$ cat config.mk
export PLATFORM = sky130hd
export DESIGN_NAME = keypad_scanner
export DESIGN_NICKNAME = d
export VERILOG_FILES = /design/src/rtl/keypad_scanner.sv
export SDC_FILE = /design/constraint.sdc
export NUM_CORES = 1
export LEC_CHECK = 0
export ABC_CLOCK_PERIOD_IN_PS = 5000
export CAP_MARGIN = 20
export CORE_MARGIN = 2
export CORE_UTILIZATION = 50
export CTS_BUF_LIST = sky130_fd_sc_hd__clkbuf_16
export DETAILED_ROUTE_END_ITERATION = 8
export PLACE_DENSITY = 0.76
export SLEW_MARGIN = 40
export SYNTH_ARGS = -nofsm -noshare
export SYNTH_HDL_FRONTEND = slang
export SYNTH_SLANG_ARGS = --single-unit
$ cat constraint.sdc
create_clock -name clk_i -period 5 [get_ports clk_i]
set_input_delay 0.75 -clock clk_i [delete_from_list [all_inputs] [get_ports clk_i]]
set_output_delay 0.75 -clock clk_i [all_outputs]
set_load 0.005 [all_outputs]
$ cat src/rtl/keypad_scanner.sv
// 4x4 key matrix scanner: drives one active-low column at a time, samples synchronised rows,
// debounces whole-scan results and reports accepted presses as a code plus a one-cycle strobe.
module keypad_scanner #(
  parameter int unsigned SettleCyc     = 16,
  parameter int unsigned DebounceScans = 4
) (
  input  logic       clk_i,
  input  logic       rst_ni,
  input  logic [3:0] kp_row_i,
  output logic [3:0] kp_col_o,
  output logic [3:0] key_code_o,
  output logic       key_valid_o,
  output logic       key_down_o,
  output logic       multi_key_o
);

  localparam int unsigned DwellW = (SettleCyc > 2) ? $clog2(SettleCyc) : 2;
  localparam int unsigned CntW   = $clog2(DebounceScans + 1);

  localparam logic [DwellW-1:0] DwellLast = DwellW'(SettleCyc - 1);
  localparam logic [CntW-1:0]   CntOne    = CntW'(1);
  localparam logic [CntW-1:0]   CntTarget = CntW'(DebounceScans);

  typedef enum logic [1:0] {
    StIdle,
    StDebPress,
    StPressed,
    StDebRelease
  } state_e;

  // Row synchroniser
  logic [3:0] row_meta_q, row_sync_q;

  always_ff @(posedge clk_i or negedge rst_ni) begin
    if (!rst_ni) begin
      row_meta_q <= 4'hF;
      row_sync_q <= 4'hF;
    end else begin
      row_meta_q <= kp_row_i;
      row_sync_q <= row_meta_q;
    end
  end

  // Column scan
  logic              active_q, active_d;
  logic [1:0]        col_q, col_d;
  logic [DwellW-1:0] dwell_q, dwell_d;
  logic [15:0]       map_q, map_d;
  logic              scan_done;

  always_comb begin
    active_d  = 1'b1;
    col_d     = col_q;
    dwell_d   = dwell_q;
    map_d     = map_q;
    scan_done = 1'b0;
    if (!active_q) begin
      col_d   = 2'd0;
      dwell_d = '0;
    end else if (dwell_q == DwellLast) begin
      dwell_d   = '0;
      col_d     = col_q + 2'd1;
      scan_done = (col_q == 2'd3);
      for (int r = 0; r < 4; r++) begin
        map_d[4 * r + int'(col_q)] = ~row_sync_q[r];
      end
    end else begin
      dwell_d = dwell_q + DwellW'(1);
    end
  end

  always_ff @(posedge clk_i or negedge rst_ni) begin
    if (!rst_ni) begin
      active_q <= 1'b0;
      col_q    <= 2'd0;
      dwell_q  <= '0;
      map_q    <= '0;
    end else begin
      active_q <= active_d;
      col_q    <= col_d;
      dwell_q  <= dwell_d;
      map_q    <= map_d;
    end
  end

  // Columns stay released until the first clock after reset release
  assign kp_col_o = active_q ? ~(4'b0001 << col_q) : 4'hF;

  // Classify the completed map: none, exactly one key (with its code), or several
  logic       res_found, res_multi;
  logic [3:0] res_code;

  always_comb begin
    res_found = 1'b0;
    res_multi = 1'b0;
    res_code  = 4'd0;
    for (int i = 0; i < 16; i++) begin
      if (map_d[i]) begin
        if (res_found) begin
          res_multi = 1'b1;
        end else begin
          res_found = 1'b1;
          res_code  = 4'(i);
        end
      end
    end
  end

  logic res_key, res_none;
  assign res_key  = res_found && !res_multi;
  assign res_none = !res_found;

  // Debounce FSM, stepped once per completed scan
  state_e          state_q, state_d;
  logic [3:0]      cand_q, cand_d;
  logic [CntW-1:0] cnt_q, cnt_d;
  logic [CntW-1:0] cnt_inc;
  logic [3:0]      code_q, code_d;
  logic            valid_q, valid_d;
  logic            down_q, down_d;
  logic            multi_q, multi_d;

  assign cnt_inc = cnt_q + CntOne;

  always_comb begin
    state_d = state_q;
    cand_d  = cand_q;
    cnt_d   = cnt_q;
    code_d  = code_q;
    valid_d = 1'b0;
    down_d  = down_q;
    multi_d = multi_q;
    if (scan_done) begin
      multi_d = res_multi;
      unique case (state_q)
        StIdle, StDebPress: begin
          if (res_key && state_q == StDebPress && res_code == cand_q) begin
            cnt_d = cnt_inc;
            if (cnt_inc == CntTarget) begin
              state_d = StPressed;
              code_d  = cand_q;
              valid_d = 1'b1;
              down_d  = 1'b1;
            end
          end else if (res_key) begin
            // New candidate; a single-scan debounce accepts it immediately
            cand_d = res_code;
            cnt_d  = CntOne;
            if (CntOne == CntTarget) begin
              state_d = StPressed;
              code_d  = res_code;
              valid_d = 1'b1;
              down_d  = 1'b1;
            end else begin
              state_d = StDebPress;
            end
          end else begin
            state_d = StIdle;
          end
        end
        StPressed: begin
          if (res_none) begin
            cnt_d = CntOne;
            if (CntOne == CntTarget) begin
              state_d = StIdle;
              down_d  = 1'b0;
            end else begin
              state_d = StDebRelease;
            end
          end
        end
        StDebRelease: begin
          if (res_none) begin
            cnt_d = cnt_inc;
            if (cnt_inc == CntTarget) begin
              state_d = StIdle;
              down_d  = 1'b0;
            end
          end else begin
            state_d = StPressed;
          end
        end
        default: state_d = StIdle;
      endcase
    end
  end

  always_ff @(posedge clk_i or negedge rst_ni) begin
    if (!rst_ni) begin
      state_q <= StIdle;
      cand_q  <= 4'd0;
      cnt_q   <= '0;
      code_q  <= 4'd0;
      valid_q <= 1'b0;
      down_q  <= 1'b0;
      multi_q <= 1'b0;
    end else begin
      state_q <= state_d;
      cand_q  <= cand_d;
      cnt_q   <= cnt_d;
      code_q  <= code_d;
      valid_q <= valid_d;
      down_q  <= down_d;
      multi_q <= multi_d;
    end
  end

  assign key_code_o  = code_q;
  assign key_valid_o = valid_q;
  assign key_down_o  = down_q;
  assign multi_key_o = multi_q;

endmodule

Word-level counts from Yosys, hierarchy flattened
Cells that the tools add are included.

Flip-flop bits (word level): 47. Input port bits: 6. Output and inout bits: 11. Logic and storage cells: 184.

Add/subtract/negate cells: 6. Magnitude comparators: 8. Equality and inequality tests: 16. Shift operators: 1. Muxes and demuxes: 118. Bitwise gates (word level): 6. Reductions and logical operators: 16.

Operator list (number): 2-to-1 mux 4 bit (31); bitwise mux 16 bit (4); 2-to-1 mux 1 bit (63); 2-to-1 mux 16 bit (2); AND reduction 4 bit (4); 2-to-1 mux 2 bit (7); demux 1 bit (select 4 bit) (3); 2-to-1 mux 3 bit (4); adder 4 x 2 -> 5 bit, first input constant (2); >= comparator 5 x 1 -> 1 bit, second input constant (2); < comparator 5 bit, second input constant (2); inequality test 2 bit, second input constant (5); inequality test 3 bit, second input constant (3); one-hot mux 3 bit (3 select lines) (1); logical AND 1 bit (7); equality test 2 bit, second input constant (3); one-hot mux 2 bit (3 select lines) (1); AND reduction 6 bit (1); < comparator 2 x 5 -> 1 bit, second input constant (1); < comparator 4 x 5 -> 1 bit, second input constant (1); inverter 1 bit (5); adder 3 x 2 -> 4 bit, first input constant (1); adder 4 x 1 -> 4 bit, second input constant (1); equality test 4 bit (1); other kinds (16) (16).

Logic depth before layout (Yosys ltp)
Word-level depth: 48. Mapped depth: 14. Mapped depth without buffers: 12.

Worst setup path after synthesis
Ideal clock, no wire load.

Path kind: register -> register. Start: register dwell_q[0]. End: register code_q[0] (netlist: key_code_o[0]). Setup time: 0.127 ns. Data arrival time: 2.997 ns. Required time: 4.873 ns. Path slack: 1.876 ns. Stages on the path, launching flop included: 12. Path buffers: 1. Clock period less this slack: 3.124 ns. Cells stage by stage: dfrtp_1 > ha_1 > nand4_1 > nor2_1 > o32ai_2 > nand4_4 > a2111oi_1 > o22ai_1 > nor3_2 > and3_1 > buf_4 > mux2_1.

Longest elaborated chain between the ends: 39. Elaborated cells between the ends (all ways): 87. Classes of those cells: 2 x eq/ne; 80 x mux; 5 x reduce/logical.

Ends and longest elaborated chain: start: declaration (RTL line 47) `logic [DwellW-1:0] dwell_q, dwell_d;`; start signal: assignment (RTL line 81) `dwell_q <= dwell_d;`; equality test 4 bit * (RTL line 60) `end else if (dwell_q == DwellLast) begin`; 2-to-1 mux 16 bit (RTL line 60); 2-to-1 mux 16 bit (RTL line 57) `if (!active_q) begin`; 2-to-1 mux 1 bit (RTL line 98) `if (map_d[i]) begin`; 2-to-1 mux 1 bit (RTL line 99) `if (res_found) begin`; 2-to-1 mux 1 bit (RTL line 98); 2-to-1 mux 1 bit (RTL line 99); 2-to-1 mux 1 bit (RTL line 98); [22 not listed]; 2-to-1 mux 1 bit (RTL line 99); 2-to-1 mux 1 bit (RTL line 98); 2-to-1 mux 1 bit (RTL line 99); 2-to-1 mux 1 bit (RTL line 98); zero test 1 bit (RTL line 110) `assign res_key = res_found && !res_multi;`; logical AND 1 bit (RTL line 110); logical AND 1 bit (2 in a row) (RTL line 137) `if (res_key && state_q == StDebPress && res_code == cand_q) begin`; AND reduction 4 bit (no line) *; end signal: assignment (RTL line 201) `code_q <= code_d;`; end: declaration (RTL line 118) `logic [3:0] code_q, code_d;`.

Mark *: on every way between the ends. The rest lies on a longest branch, timed or not. A chain may end at the register's enable or synchronous reset.

Worst setup path after layout
Start: register col_q[0]. End: register code_q[2] (netlist: key_code_o[2]).

Longest elaborated chain between the ends: 46. Elaborated cells between the ends (all ways): 114. Classes of those cells: 3 x add/sub; 8 x order compare; 2 x eq/ne; 92 x mux; 9 x reduce/logical.

Ends and longest elaborated chain: start: declaration (RTL line 46) `logic [1:0] col_q, col_d;`; start signal: assignment (RTL line 80) `col_q <= col_d;`; adder 3 x 2 -> 4 bit (tied with other cells) (RTL line 65) `map_d[4 * r + int'(col_q)] = ~row_sync_q[r];`; < comparator 4 x 5 -> 1 bit (implied by the code) (tied with other cells) (RTL line 65); logical AND 1 bit (implied by the code) or 2-to-1 mux 1 bit (tied branches) (RTL line 65); 2-to-1 mux 1 bit (implied by the code) or demux 1 bit (select 2 bit) (tied branches) (RTL line 65); demux 1 bit (select 4 bit) or bitwise mux 16 bit (tied branches) (RTL line 65); bitwise mux 16 bit (3 in a row) (RTL line 65); 2-to-1 mux 16 bit (RTL line 60); 2-to-1 mux 16 bit (RTL line 57); [27 not listed]; 2-to-1 mux 1 bit (RTL line 99); 2-to-1 mux 1 bit (RTL line 98); 2-to-1 mux 1 bit (RTL line 99); 2-to-1 mux 1 bit (RTL line 98); zero test 1 bit (RTL line 110); logical AND 1 bit (RTL line 110); logical AND 1 bit (2 in a row) (RTL line 137); AND reduction 4 bit (no line) *.

Marks and branches as above.

==> impl_metrics.csv <==
group,metric,value,unit
run_status,run_status,"finished clean",
sta,maxSlewViolCount,0,
placed_design,placed_cells_incl_taps,346,
synth,synth.distinct_cells,56,
synth,syn-mean-instance-area,9.884,sq um
power,power.density_cell_area,259.8,mW/mm^2
setup_path,cp_max_fo,15,
final_layout,area.sequential,0.001186,sq mm
sta,setup_viol_count_final,0,
synth,ys.warnings.count,0,
placed_design,gp_routability_congestion,0.8975,
synth,syn-instance-count,268,
drt,ant_nets,0,
global_route,grt_pass1_wl,10090,um
final_layout,finalNetCount,296,
global_route,first_global_vias,2044,
sta,layout_worst_path_cycle_share,79.70,%
sta,final.min_clock_period,3.985,ns
clock_tree,clock_tree_from_tritoncts,"built",
sta,rsz_0062_raised_after_global_routing,"false",
clock_tree,cts_setup_buffers,0,
drt,drt_iter0_drc,226,
setup_path,required_time_at_the_worst_slack_endpoint,5.17,ns
floorplanning,die_h,76.79,um
clock_tree,cts_max_path_buffers,2,
final_layout,post_route_non_filler_standard_cell_count,354,
sta,setup_tns,0,ns
sta,final_hold_viol_count,0,
synth,sequential_cell_area_fraction_in_the_yosys_report,44.78,%
job,maxCapViolations,0,
floorplanning,initial_utilization,51.86,%
synth,syn-cell-area,0.002649,sq mm
floorplanning,number_of_rows_created_at_floorplan,26,
setup_path,capturing_element_type_of_the_critical_path,"flip-flop",
final_layout,multiInputGateArea,0.001363,sq mm
drt,post-route-drc-count,0,
global_route,grt_antenna_before_repair,0,
power,ir_worst_vdd,0.0002172,V
placed_design,port_buffers,16,
setup_path,worst-endpoint-arrival,4.15,ns
floorplanning,die_width,76.79,um
final_layout,most_frequent_standard_cell_in_the_layout_excluding_fill_and_tap_cells,"dfrtp_1",
clock_tree,number_of_buffers_inserted_for_hold_repair_after_clock_tree_synthesis,0,
clock_tree,clk_root_buf,"clkbuf_16",
final_layout,fillers,440,
clock_tree,clock_sinks,47,
clock_tree,post_cts.resized_instances,0,
drt,postRouteWirelength,5778,um
final_layout,most_frequent_cells_in_the_layout,"39 x dfrtp_1, 27 x nand2_1, 18 x o21ai_0",
synth,ys_dominant_reg_cell,"dfrtp_1",
setup_path,cp-start-kind,"flip-flop",
sta,headroom_to_the_max_slew_limit,56.94,%
synth,synth_seq_cells,47,
final_layout,number_of_inserted_diodes,0,
global_route,grt.total_usage,21.45,%
global_route,overflow,0,
sta,timing.fmax,250.9,MHz
clock_tree,clock_latency,0.28,ns
drt,num_vias,2107,
drt,wire_per_inst,16.32,um
hold_path,worst_hold_path_type,"flip-flop to flip-flop",
floorplanning,fp.dieArea,0.005896,sq mm
synth,postSynth.asyncResetShare,100.0,%
floorplanning,core_area,0.005107,sq mm
global_route,largest_net_degree_at_the_start_of_global_routing,48,
synth,synth.net_count,281,
floorplanning,pin_count,17,
placed_design,detailed_place_hpwl,4301,um
sta,clock_skew,0.002511,ns
final_layout,area.growth.synth_to_final,14.12,%
clock_tree,cts.reportedPaths.clkPinSlew,0.06,ns
clock_tree,cts-buffers-inserted,5,
final_layout,drive_above_1_share,11.97,%
drt,viasPerCell,5.952,
sta,max_slew.worst_pin.slew,0.6439,ns
drt,first_pass_iters,5,
power,leakagePower,1.373,nW
synth,number_of_enable_flip_flop_cells_after_synthesis,0,
setup_path,timing.setup.critical_path_class,"flip-flop to flip-flop",
clock_tree,cts.htree.levels,2,
[state kept, by name (all words and copies together), names as in the netlist]
name         cells
key_valid_o      1
state_q          2
active_q         1
multi_key_o      1
row_meta_q       4
key_code_o       4
key_down_o       1
cnt_q            3
col_q            2
dwell_q          4
map_q           16
cand_q           4
row_sync_q       4
[final cells by class]
| type | count | area share (%) |
|---|---|---|
| Clock buffer | 5 | 4.139 |
| Multi-Input combinational cell | 198 | 45.07 |
| Tap cell | 70 | 2.897 |
| Clock inverter | 3 | 1.449 |
| Timing Repair Buffer | 17 | 5.464 |
| Sequential cell | 47 | 39.24 |
| Inverter | 14 | 1.738 |
[per-layer routing]
layer / track usage [%] / vias up / wire (um)
li1: - / 1007 / -
met4: 8.000 / 0 / 140
met2: 32.11 / 86 / 2525
met1: 30.60 / 999 / 2742
met3: 4.706 / 15 / 370
met5: 0 / - / 0
[critical path: stages, from the launching register on]
cell and delay [ns]:
dfrtp_1 0.40, inv_1 0.08, ha_1 0.35, nor2_1 0.25, nor2_1 0.18, o32ai_1 0.59
nand2_1 0.30, a2111oi_1 0.38, o22ai_1 0.24, nor3_2 0.34, and3_1 0.38, mux2_1 0.36
[worst paths after layout]
path / from / endpoint / slack (ns) / cells past startpoint
max: col_q[0]$_DFFE_PN0P_ / key_code_o[2]$_DFFE_PN0P_ / 1.01 / 11
min: row_meta_q[0]$_DFF_PN1_ / row_sync_q[0]$_DFF_PN1_ / 0.36 / 0
max reg2reg: col_q[0]$_DFFE_PN0P_ / key_code_o[2]$_DFFE_PN0P_ / 1.01 / 11
min reg2reg: row_meta_q[0]$_DFF_PN1_ / row_sync_q[0]$_DFF_PN1_ / 0.36 / 0
max in group asynchronous: rst_ni / row_sync_q[2]$_DFF_PN1_ / 4.16 / 1
min in group asynchronous: rst_ni / dwell_q[2]$_DFF_PN0_ / 0.46 / 1
[where the power goes]
| group | internal [mW] | switching, mW | total [mW] | leakage, nW |
|---|---|---|---|---|
| sequential | 0.389 | 0.00719 | 0.396 | 0.624 |
| combinational | 0.00674 | 0.0100 | 0.0167 | 0.665 |
| clock | 0.236 | 0.137 | 0.373 | 0.0838 |
| total | 0.631 | 0.154 | 0.785 | 1.37 |
[logic make-up after synthesis]
logic type	share of synthesized area (%)
AO/OA/AOI/OAI	20.41
multiplexers	6.141
adder cells (fa/ha/maj)	3.684
buffers and inverters	3.779
AND/OR/NAND/NOR	19.08
XOR/XNOR	1.984
flip-flops	44.78
other	0.1416
[synth_stat cells (all sizes together) (2+ instances only)]
cell type,n,share of area (%)
a2111oi,2,0.94
a21o,3,0.85
a21oi,14,2.6
a221oi,2,0.66
a22oi,3,0.85
a31oi,2,0.47
a41oi,2,0.66
and2,4,0.94
and3,2,0.47
buf,5,1.2
clkbuf,4,0.57
dfrtp,39,37
dfstp,8,7.9
ha,7,3.3
inv,14,2.0
mux2,10,4.3
mux2i,5,1.9
nand2,28,4.1
nand2b,10,2.4
nand3,10,1.9
nand4,4,1.5
nor2,15,2.1
nor2b,8,1.9
nor3,9,2.1
nor4,3,0.71
o211ai,2,0.57
o21ai,20,3.8
o22ai,3,0.71
o32a,4,1.5
o32ai,7,4.3
xnor2,3,0.99
xor2,3,0.99
[per-stage QoR]
| step | area, sq um | total power, mW | hold WS, ns | setup slack, ns | utilization, % |
|---|---|---|---|---|---|
| global placement | 2851 | 0.4191 | 0.3456 | 1.135 | 55.83 |
| detailed placement | 2854 | 0.4202 | 0.3491 | 1.184 | 55.88 |
| finish | 3023 | 0.7853 | 0.3557 | 1.015 | 59.19 |
| global route | 3023 | 0.8104 | 0.3589 | 0.7319 | 59.19 |
| floorplan | 2649 | 0.4050 | 0.3452 | 1.876 | - |
| CTS | 3023 | 0.7951 | 0.3582 | 1.140 | 59.19 |
Note: power is estimated with default switching activity, not from simulation.
